`config.mk`:
```
export PLATFORM = sky130hd
export DESIGN_NAME = bus_slave_mtimer
export DESIGN_NICKNAME = d
export VERILOG_FILES = /design/src/rtl/bus_slave_mtimer.sv
export SDC_FILE = /design/constraint.sdc
export NUM_CORES = 1
export LEC_CHECK = 0
export ABC_CLOCK_PERIOD_IN_PS = 9240
export CAP_MARGIN = 0
export CORE_MARGIN = 4
export CORE_UTILIZATION = 45
export CTS_CLUSTER_SIZE = 30
export DETAILED_ROUTE_END_ITERATION = 6
export GPL_TIMING_DRIVEN = 0
export PLACE_DENSITY = 0.73
export REMOVE_ABC_BUFFERS = 1
export SYNTH_ARGS = -nofsm -noshare
export SYNTH_HDL_FRONTEND = slang
export SYNTH_SLANG_ARGS = --single-unit
```
`constraint.sdc`:
```
create_clock -name clk -period 9.24 [get_ports clk]
set_clock_uncertainty 0.1 [all_clocks]
set_input_delay 1.848 -clock clk [delete_from_list [all_inputs] [get_ports clk]]
set_output_delay 1.848 -clock clk [all_outputs]
set_load 0.02 [all_outputs]
```
`src/rtl/bus_slave_mtimer.sv`:
```
// Memory-mapped RISC-V machine timer: 64-bit mtime with prescaler, 64-bit mtimecmp,
// level timer interrupt, single-cycle non-stalling bus responder.
module bus_slave_mtimer #(
   parameter logic [31:0] BASE_ADDR = 32'h0200_0000
) (
   input  logic        clk,
   input  logic        rst,
   input  logic        bus_en,
   input  logic        bus_we,
   input  logic [29:0] bus_addr,
   input  logic [31:0] bus_wdata,
   input  logic [3:0]  bus_mask,
   output logic [31:0] bus_rdata,
   output logic        bus_valid,
   output logic        bus_stall,
   output logic        bus_err,
   output logic        timer_irq
);

   typedef enum logic [2:0] {
      REG_MTIME_LO    = 3'd0,
      REG_MTIME_HI    = 3'd1,
      REG_MTIMECMP_LO = 3'd2,
      REG_MTIMECMP_HI = 3'd3,
      REG_CTRL        = 3'd4,
      REG_PRESCALE    = 3'd5,
      REG_RSVD0       = 3'd6,
      REG_RSVD1       = 3'd7
   } reg_idx_e;

   logic [63:0] mtime;
   logic [63:0] mtime_next;
   logic [63:0] mtimecmp;
   logic [31:0] hi_shadow;
   logic [31:0] rd_mux;
   logic [15:0] prescale;
   logic [15:0] pcnt;
   logic [15:0] pcnt_next;
   logic        en;
   reg_idx_e    idx;
   logic        hit;
   logic        rsvd;
   logic        wr_ok;
   logic        rd_ok;
   logic        pre_wr;
   logic        mtime_inc;

   function automatic logic [31:0] merge_bytes(input logic [31:0] old_val,
                                               input logic [31:0] new_val,
                                               input logic [3:0]  be);
      logic [31:0] merged;
      for (int i = 0; i < 4; i++) begin
         merged[8*i +: 8] = be[i] ? new_val[8*i +: 8] : old_val[8*i +: 8];
      end
      return merged;
   endfunction

   assign bus_stall = 1'b0;
   assign idx       = reg_idx_e'(bus_addr[2:0]);
   assign hit       = bus_en && (bus_addr[29:3] == BASE_ADDR[31:5]);
   assign rsvd      = (idx == REG_RSVD0) || (idx == REG_RSVD1);
   assign wr_ok     = hit && bus_we && !rsvd;
   assign rd_ok     = hit && !bus_we && !rsvd;
   assign pre_wr    = wr_ok && (idx == REG_PRESCALE) && (bus_mask != 4'b0000);
   assign mtime_inc = en && (pcnt == prescale);

   // NOTE: every variable assigned in always_comb gets a default first, so no path can infer a latch.
   always_comb begin
      rd_mux = 32'd0;
      case (idx)
         REG_MTIME_LO:    rd_mux = mtime[31:0];
         REG_MTIME_HI:    rd_mux = hi_shadow;
         REG_MTIMECMP_LO: rd_mux = mtimecmp[31:0];
         REG_MTIMECMP_HI: rd_mux = mtimecmp[63:32];
         REG_CTRL:        rd_mux = {30'd0, timer_irq, en};
         REG_PRESCALE:    rd_mux = {16'd0, prescale};
         default:         rd_mux = 32'd0;
      endcase
   end

   // A software write to either mtime half wins over the tick for the whole 64-bit value.
   always_comb begin
      mtime_next = mtime;
      if (wr_ok && (idx == REG_MTIME_LO)) begin
         mtime_next[31:0] = merge_bytes(mtime[31:0], bus_wdata, bus_mask);
      end else if (wr_ok && (idx == REG_MTIME_HI)) begin
         mtime_next[63:32] = merge_bytes(mtime[63:32], bus_wdata, bus_mask);
      end else if (mtime_inc) begin
         mtime_next = mtime + 64'd1;
      end
   end

   always_comb begin
      pcnt_next = pcnt + 16'd1;
      if (pre_wr || !en || (pcnt == prescale)) begin
         pcnt_next = 16'd0;
      end
   end

   // NOTE: sequential state uses non-blocking assignments so every register samples pre-edge values.
   always_ff @(posedge clk or posedge rst) begin
      if (rst) begin
         bus_valid <= 1'b0;
         bus_err   <= 1'b0;
         bus_rdata <= 32'd0;
      end else begin
         bus_valid <= hit && !rsvd;
         bus_err   <= hit && rsvd;
         bus_rdata <= rd_ok ? rd_mux : 32'd0;
      end
   end

   always_ff @(posedge clk or posedge rst) begin
      if (rst) begin
         mtime     <= 64'd0;
         mtimecmp  <= '1;
         hi_shadow <= 32'd0;
         en        <= 1'b0;
         prescale  <= 16'd0;
         pcnt      <= 16'd0;
         timer_irq <= 1'b0;
      end else begin
         mtime     <= mtime_next;
         pcnt      <= pcnt_next;
         timer_irq <= en && (mtime >= mtimecmp);
         if (rd_ok && (idx == REG_MTIME_LO)) begin
            hi_shadow <= mtime[63:32];
         end
         if (wr_ok && (idx == REG_MTIMECMP_LO)) begin
            mtimecmp[31:0] <= merge_bytes(mtimecmp[31:0], bus_wdata, bus_mask);
         end
         if (wr_ok && (idx == REG_MTIMECMP_HI)) begin
            mtimecmp[63:32] <= merge_bytes(mtimecmp[63:32], bus_wdata, bus_mask);
         end
         if (wr_ok && (idx == REG_CTRL) && bus_mask[0]) begin
            en <= bus_wdata[0];
         end
         if (wr_ok && (idx == REG_PRESCALE)) begin
            prescale <= {bus_mask[1] ? bus_wdata[15:8] : prescale[15:8],
                         bus_mask[0] ? bus_wdata[7:0]  : prescale[7:0]};
         end
      end
   end

endmodule

```
==> results.cfg <==
[sta]
slew_viol_final = 0
rsz0062_at_grt = false
worst_slack_ns = 3.24
fmax_ghz = 0.167
worst_pin_slew_ns = 1.33
post-route-min-period_ns = 6.00
whs_ns = 0.396
relSlewSlack_pct = 10.8
finalHoldViolCount = 0
setup_viol = 0
finalCritPeriodShare_pct = 64.9

[logic_synthesis]
synth_top_flop_cell = dfrtp_1
yosys.area.top_type_share_pct = 30.4
synth-edff-count = 0
syn_inst = 1368
synthTopCellsByArea = dfrtp_1 30%, dfstp_2 12%, mux2_2 10%
synth_top_area_cell = dfrtp_1
syn_area_per_cell_um2 = 9.88
ys_types = 68
yosys_warnings = 0
synth_seq_area_share_pct = 42.8
synthArstFlopShare_pct = 100
synth_seq_cells = 228
syn_area_um2 = 13500

[global_route]
grt_antenna_before_repair = 0
use_met2_pct = 40.9
grt-ovfl-total = 0
grt_pass1_wl_mm = 68.7
grt_pass1_vias = 12300
grt.busiest_layer = met2
met1_usage_pct = 34.7
use_met3_pct = 4.81
grt_max_degree = 119
grtUsageTotal_pct = 25.9

[setup_path]
criticalPathCategory = in -> reg
crit_fanout = 27
cp-start-kind = input port
worstSetupEndpointType = register
crit_required_ns = 9.59
crit_arrival_ns = 6.35

[place]
hpwl_mm = 30.4
numPortBuffers = 104
pre_cts_slack_ns = 2.24
place_congestion = 0.882

[detailed_routing]
drtPass1Iterations = 6
antenna_left = 0
drtIter0Drc = 1336
vias_per_cell = 6.50
drc = 0
vias = 12000
wl_per_cell_um = 23.5
finalWirelength_mm = 43.4

[clock_network]
clkTransAtPathRegs_ns = 0.06
postCtsResizedCells = 0
hold_buffers = 0
htreeDepth = 1
clk_path_buf_depth = 3
root_buffer = clkbuf_16
insertion_delay_ns = 0.55
clock_sinks = 228
numCtsBuffers = 26
cts_tree = yes
post_cts_buffers = 0

[job]
maxCapViolCount = 0

[floorplanning]
die-width_um = 181
initial_utilization_pct = 45.6
num_rows = 63
core_area_um2 = 29600
dieArea_um2 = 32900
ioPinCount = 106
die_h_um = 181

[status]
status = completed

[finish]
num-nets-final = 1577
area_growth_pct = 18.2
antenna_cells = 0
drive_gt1_share_pct = 18.2
fillers = 2650

[power_and_ir_drop]
vdd_drop_max_mv = 0.141
power.total_uw = 2190
leakage_uw = 0.00652
power.density_nw_per_um2 = 137

[hold_path]
min_path_type = reg -> reg
-- report_power, final --
part           switching [uW]  leakage [uW]  internal (uW)
combinational            61.0       0.00318           34.9
clock                     425      0.000446            670
sequential         0.00000732       0.00290           1000
total                     486       0.00652           1700
-- metrics by stage --
step           utilization (%)  cell area, um2  std cells  setup TNS, ns
2_1_floorplan                -           13200       1296              0
3_3_place_gp              49.8           14800       1790        -396.27
3_5_place_dp              50.8           15000       1802              0
4_1_cts                   53.8           16000       1850              0
5_1_grt                   53.9           16000       1851              0
6_report                  53.9           16000       1851              0
-- routing by layer --
metal | wire (um) | vias up
met1 | 17700 | 5883
met5 | 0 | -
met3 | 3850 | 177
li1 | - | 5320
met4 | 2340 | 0
met2 | 19500 | 659
-- final timing paths --
check / slack [ns] / end / cells after the start / startpoint
hold / removal: 0.40 / mtimecmp[27] / 2 / mtimecmp[27]
setup / recovery: 3.24 / mtime[29] / 8 / bus_addr[2]
hold reg to reg: 0.40 / mtimecmp[27] / 2 / mtimecmp[27]
setup reg to reg: 5.32 / mtime[35] / 6 / prescale[15]
min in group asynchronous: 1.77 / bus_rdata[19] / 2 / rst
max in group asynchronous: 6.21 / bus_rdata[6] / 3 / rst
-- registers in the layout (all words and copies together) (netlist names) --
signal,cells
en,1
timer_irq,1
bus_valid,1
bus_rdata,32
mtime,64
prescale,16
mtimecmp,64
hi_shadow,32
pcnt,16
bus_err,1
-- worst max-delay path: stages --
cell	delay [ns]
clkdlybuf4s50_1	1.10
nor3_2	1.03
buf_6	0.27
nand4_1	0.62
buf_8	0.41
nand3_1	0.49
a21oi_1	0.30
a22oi_1	0.24
-- area by class of cell --
cell class,count,area [um2],area share [%]
inverters,76,293,1.83
clock buffers,45,843,5.28
clock inverters,3,65.1,0.407
multi-input cells,992,7200,45.1
flip-flops and latches,228,5790,36.2
repair buffers,117,1300,8.14
well taps,390,488,3.05
-- layout by cell type, fill, tap and decap left out, types with 19 or more instances in the layout --
cell and instances:
nor2_1 93, a22oi_1 62, dfrtp_1 164, o21ai_0 48, nor3_1 22, dfstp_2 64, inv_1 75, nand2_1 79
nand3_1 53, a21oi_1 76, a211oi_1 21, nor4_1 20, clkdlybuf4s50_1 104, ha_1 66, mux2_2 124, a2bb2oi_1 22
nand4_1 52, and4_1 19, a221oi_1 30, clkbuf_16 27, xor2_1 24
-- cell usage after synthesis (all sizes together) (3+ instances only) --
cell type	count
nand2	80
nand4	53
ha	66
o311ai	3
xnor2	6
nor2b	6
a31oi	9
o22a	5
o31ai	14
nand2b	5
o21ai	48
nand3	54
a22oi	62
nor2	96
a22o	4
and2	10
dfstp	64
and4	20
inv	76
o22ai	14
mux2i	10
mux2	124
xor2	24
or3	3
a211o	3
and3	15
buf	11
nor3b	3
a211oi	21
a221oi	30
or2	4
nor3	24
or4	8
a221o	4
a21o	9
dfrtp	164
nor4b	5
nor4	24
clkbuf	61
o21a	5
a2bb2oi	22
a21oi	76
-- logic make-up after synthesis --
family | after synthesis | share of synthesized area [%]
AO/OA/AOI/OAI | 348 | 17.8
XOR/XNOR | 30 | 1.94
adder cells (fa/ha/maj) | 66 | 6.11
buffers and inverters | 148 | 4.20
flip-flops | 228 | 42.8
multiplexers | 134 | 11.1
other | 1 | 0.0278
AND/OR/NAND/NOR | 413 | 16.1
No activity file was read; power rests on OpenSTA's default activity.
